**src/rtl/apb_slave_regfile.sv**
```systemverilog
// apb_slave_regfile
//   APB completer that fronts a word-addressed register file. Every access
//   inserts WAIT_CYCLES wait states. Misaligned, out-of-range and read-only
//   accesses complete with an error response.
//
//   Each register sits at paddr = 4*i. The word at 0x3C is not storage and
//   always reads back ID_VALUE.
//
// Ports
//   pclk      in   1   APB clock
//   preset_n  in   1   asynchronous active-low reset
//   psel      in   1   slave select
//   penable   in   1   access-phase indicator
//   pwrite    in   1   1 = write, 0 = read
//   paddr     in   8   byte address
//   pwdata    in  32   write data
//   prdata    out 32   read data (zero unless pready and no error)
//   pready    out  1   transfer complete (registered)
//   pslverr   out  1   error response, qualified by pready (registered)
module apb_slave_regfile #(
  parameter int          WAIT_CYCLES = 0,
  parameter logic [31:0] ID_VALUE    = 32'hA5B0_0001,
  parameter int          NUM_REGS    = 16
) (
  input  logic        pclk,
  input  logic        preset_n,
  input  logic        psel,
  input  logic        penable,
  input  logic        pwrite,
  input  logic [7:0]  paddr,
  input  logic [31:0] pwdata,
  output logic [31:0] prdata,
  output logic        pready,
  output logic        pslverr
);

  localparam logic [1:0] IDLE        = 2'd0;
  localparam logic [1:0] ACCESS_WAIT = 2'd1;
  localparam logic [1:0] ACCESS_DONE = 2'd2;

  localparam int          IDX_W      = $clog2(NUM_REGS);
  localparam logic [7:0]  ID_ADDR    = 8'h3C;
  localparam logic [8:0]  ADDR_LIMIT = 9'(4 * NUM_REGS);
  localparam logic [3:0]  WAIT_LOAD  = 4'(WAIT_CYCLES);

  logic [1:0]       state;
  logic [1:0]       state_nxt;
  logic [3:0]       wait_cnt;
  logic [7:0]       addr_q;
  logic             write_q;
  logic [31:0]      wdata_q;
  logic [31:0]      regs [NUM_REGS];

  logic             active;
  logic             setup;
  logic [7:0]       dec_addr;
  logic             dec_write;
  logic [IDX_W-1:0] dec_idx;
  logic             dec_err;
  logic [31:0]      rd_value;
  logic             commit;

  assign active = psel & penable;
  assign setup  = psel & ~penable;

  // The response is registered. It is therefore computed in the cycle
  // before ACCESS_DONE. With zero wait states, that cycle is the setup
  // cycle itself, so decode the live bus while IDLE. In every other state,
  // decode the latched copy, so mid-access bus changes are ignored.
  assign dec_addr  = (state == IDLE) ? paddr  : addr_q;
  assign dec_write = (state == IDLE) ? pwrite : write_q;
  assign dec_idx   = dec_addr[IDX_W+1:2];

  assign dec_err = (dec_addr[1:0] != 2'b00) ||
                   ({1'b0, dec_addr} >= ADDR_LIMIT) ||
                   (dec_write && (dec_addr == ID_ADDR));

  assign rd_value = (dec_addr == ID_ADDR) ? ID_VALUE : regs[dec_idx];

  // A write commits only if the master holds the access phase through the
  // ACCESS_DONE cycle. This means an abort in that cycle still blocks the write.
  assign commit = (state == ACCESS_DONE) && active && write_q && !dec_err;

  always_comb begin
    state_nxt = state;
    case (state)
      IDLE: begin
        if (setup) state_nxt = (WAIT_LOAD == 4'd0) ? ACCESS_DONE : ACCESS_WAIT;
      end
      ACCESS_WAIT: begin
        if (!active)               state_nxt = IDLE;
        else if (wait_cnt <= 4'd1) state_nxt = ACCESS_DONE;
      end
      ACCESS_DONE: state_nxt = IDLE;
      default:     state_nxt = IDLE;
    endcase
  end

  always_ff @(posedge pclk or negedge preset_n) begin
    if (!preset_n) begin
      state    <= IDLE;
      wait_cnt <= 4'd0;
      addr_q   <= 8'h00;
      write_q  <= 1'b0;
      wdata_q  <= 32'h0;
    end else begin
      state <= state_nxt;
      if (state == IDLE && setup) begin
        addr_q   <= paddr;
        write_q  <= pwrite;
        wdata_q  <= pwdata;
        wait_cnt <= WAIT_LOAD;
      end else if (state == ACCESS_WAIT && active) begin
        wait_cnt <= wait_cnt - 4'd1;
      end
    end
  end

  // The outputs are registered so that they are valid exactly while the
  // FSM sits in ACCESS_DONE.
  always_ff @(posedge pclk or negedge preset_n) begin
    if (!preset_n) begin
      pready  <= 1'b0;
      pslverr <= 1'b0;
      prdata  <= 32'h0;
    end else begin
      pready  <= (state_nxt == ACCESS_DONE);
      pslverr <= (state_nxt == ACCESS_DONE) && dec_err;
      prdata  <= ((state_nxt == ACCESS_DONE) && !dec_err) ? rd_value : 32'h0;
    end
  end

  // The slot behind the ID address is never written, because the error
  // decode rejects writes to it.
  always_ff @(posedge pclk or negedge preset_n) begin
    if (!preset_n) begin
      for (int i = 0; i < NUM_REGS; i++) regs[i] <= 32'h0;
    end else if (commit) begin
      regs[addr_q[IDX_W+1:2]] <= wdata_q;
    end
  end

endmodule

```
**config.mk**
```make
export PLATFORM = sky130hd
export DESIGN_NAME = apb_slave_regfile
export DESIGN_NICKNAME = d
export VERILOG_FILES = /design/src/rtl/apb_slave_regfile.sv
export SDC_FILE = /design/constraint.sdc
export NUM_CORES = 1
export LEC_CHECK = 0
export BUFFER_PORTS_ARGS = -buffer_cell sky130_fd_sc_hd__buf_2
export CAP_MARGIN = 20
export CORE_MARGIN = 2
export CORE_UTILIZATION = 52
export CTS_BUF_LIST = sky130_fd_sc_hd__clkbuf_8
export CTS_CLUSTER_SIZE = 24
export DETAILED_ROUTE_END_ITERATION = 6
export PLACE_DENSITY_LB_ADDON = 0.05
export SYNTH_ARGS = -nofsm -noshare
export SYNTH_HDL_FRONTEND = slang
export SYNTH_SLANG_ARGS = --single-unit
```
**constraint.sdc**
```tcl
create_clock -name pclk -period 3.68 [get_ports pclk]
set_input_delay 0.184 -clock pclk [delete_from_list [all_inputs] [get_ports pclk]]
set_output_delay 0.184 -clock pclk [all_outputs]
set_load 0.03 [all_outputs]
```
==> results.cfg <==
[finish]
area_growth_pct = 13.6
drive_gt1_frac = 0.350
final_cells = 2945
final_nets = 2234

[setup_path]
required_ns = 4.28
worstSetupStartpointType = register
worstPathCellList = or4b_2 > dlygate4sd3_1 > o41ai_2 > and3b_1 > nand2_1 > buf_12 > o22ai_1
arrival_ns = 3.98
crit_type = register to register
endpoint_kind = register
crit_fanout = 16
critPathMaxStageDelay_ns = 0.75
reg2regPathDepth = 7
cp_slowest_cell = or4b_2

[cts]
clock-root-buffer = clkbuf_8
cts-resized-gates = 0
tritoncts = yes
cts_made_buffers = 97
cts_setup_buffers = 0
clock_path_buffers = 3
insertion_delay_ns = 0.70
path_clk_slew_ns = 0.06
holdBufCountCts = 47
htree_levels = 3
clock_sinks = 593

[route]
routedWlPerCell_um = 24.3
totalWireLength_um = 71700
drc_errors = 0
dr.pass1.iters = 5
routed-via-count = 17888
drt_iter0_drc = 989
via_per_inst = 6.07
antenna_left = 0

[synth]
synth_nets = 2183
synth_edf_count = 0
ys_seq_elements = 593
synthFlopType = dfrtp_1
synthArstFlopShare = 1.00
ys_types = 53
syn_area_um2 = 26800
yosys_warnings = 0
postSynthCellCount = 2136
yosysSeqAreaShare = 0.554
syn_area_per_cell_um2 = 12.5

[power_and_ir_drop]
ir_worst_vdd_v = 0.000278
powerDensity_nw_per_um2 = 457
cellLeakagePower_nw = 16.0

[floorplan]
ios = 79
core_region_area_um2 = 51100
fp.dieH_um = 231
row_count = 83
initial_core_util = 0.524
die_x_um = 231
dieArea_um2 = 53300

[sta]
skew_ns = 0.0179
tightest_slew_ns = 1.08
period_share = 0.918
slew_headroom = 0.280
slew_viol_final = 0
max_freq_mhz = 296
min_period_ns = 3.38
finalSetupViolCount = 0
hold_violations = 0
rsz0062_at_grt = false
setup_tns_ns = 0
fin_ws_ns = 0.300

[grt]
first_global_vias = 19100
grt_util_all_layers = 0.275
grt_pass1_wl_um = 113000
grt-ovfl-total = 0
antenna_found_initial = 2
grt_max_degree = 125

[min_path]
worstHoldPathType = input port to asynchronous set/reset pin

[placement]
pre_cts_ws_ns = 0.756
portBuffers = 78
place.gp.congestion = 0.749
numPlacedInstances = 2721
dp_hpwl_um = 38200

[flow_run]
maxCapViolations = 0

[status]
status = complete, no violations
==> layout by cell type (no fill, tap or decap), types with 9 or more instances in the layout <==
master         count
dlygate4sd3_1     47
nand2_1          128
mux2_2           479
o21ai_0           11
inv_1             41
nor2_1            12
o211ai_1          10
o22ai_1           24
and3_1           233
a211o_1           28
buf_12            27
nand3_4            9
a211oi_1         204
dfrtp_1          593
clkbuf_8         132
buf_2             77
buf_4             41
mux2_1            10
nand3_1           24
or4_1             48
==> stage by stage <==
step           instance area, um2  hold WS (ns)   util  power, mW
6_report                    30400         0.193  0.595       13.9
5_1_grt                     30400         0.190  0.595       14.4
3_5_place_dp                27900         0.367  0.546       8.12
2_1_floorplan               26800        -0.112      -       7.53
3_3_place_gp                27900         0.365  0.546       8.10
4_1_cts                     30400         0.157  0.595       14.0
==> sequential cells by signal (all words and copies together), names as in the netlist <==
name,flops
wait_cnt,4
state,2
pslverr,1
regs,512
prdata,32
pready,1
write_q,1
addr_q,8
wdata_q,32
==> logic make-up after synthesis <==
| family | share of synthesized area |
|---|---|
| flops | 0.554 |
| compound gates | 0.0889 |
| buf+inv | 0.0400 |
| xor+xnor | 0.000982 |
| fa+ha+maj | 0.000935 |
| mux | 0.208 |
| simple gates | 0.107 |
==> path summary, 6_finish.rpt <==
path	from	to	slack [ns]
setup / recovery	state[1]	prdata[12]	0.30
hold / removal	preset_n	regs[71]	0.19
setup reg to reg	state[1]	prdata[12]	0.30
hold reg to reg	regs[2]	regs[2]	0.38
max in group asynchronous	preset_n	regs[160]	2.34
min in group pclk	pwdata[11]	wdata_q[11]	0.21
==> Yosys cell counts, types with 9 or more instances <==
cell type / number / area share
dfrtp_1: 593 / 0.55
mux2_2: 479 / 0.20
and3_1: 233 / 0.054
a211oi_1: 204 / 0.057
clkbuf_1: 156 / 0.022
nand2_1: 128 / 0.018
buf_2: 78 / 0.015
or4_1: 48 / 0.013
a211o_1: 28 / 0.0092
nand3_1: 24 / 0.0045
o22ai_1: 24 / 0.0056
nor2_1: 12 / 0.0017
o21ai_0: 11 / 0.0021
mux2_1: 10 / 0.0042
o211ai_1: 10 / 0.0028
nand3_4: 9 / 0.0059
==> routing by layer <==
| layer | routed length (um) | share of wire | GRT usage |
|---|---|---|---|
| met5 | 0 | 0 | 0 |
| met4 | 1700 | 0.024 | 0.0833 |
| met3 | 2460 | 0.034 | 0.0382 |
| met2 | 34800 | 0.49 | 0.453 |
| met1 | 32700 | 0.46 | 0.378 |
==> worst max-delay path: cells and delay by family (launching register included) <==
kind / cells / cell delay [ns]
and+or+nand+nor: 3 / 1.44
buffers and inverters: 2 / 0.97
DFF: 1 / 0.56
AOI/OAI and AO/OA: 2 / 0.28
==> power breakdown <==
group | internal, mW | leakage, nW | switching [mW] | total, mW
sequential | 6.62 | 8.22 | 0.297 | 6.92
combinational | 0.386 | 6.57 | 0.733 | 1.12
clock | 3.19 | 1.16 | 2.68 | 5.87
==> final cells by class <==
cell class	instances	area (um2)
fillers	4212	20700
flip-flops and latches	593	14800
multi-input cells	1294	10900
clock buffers	132	1820
repair buffers	193	1720
well taps	680	851
clock inverters	44	203
inverters	8	30.0
diodes	1	2.50
No activity file was read; power rests on OpenSTA's default activity.
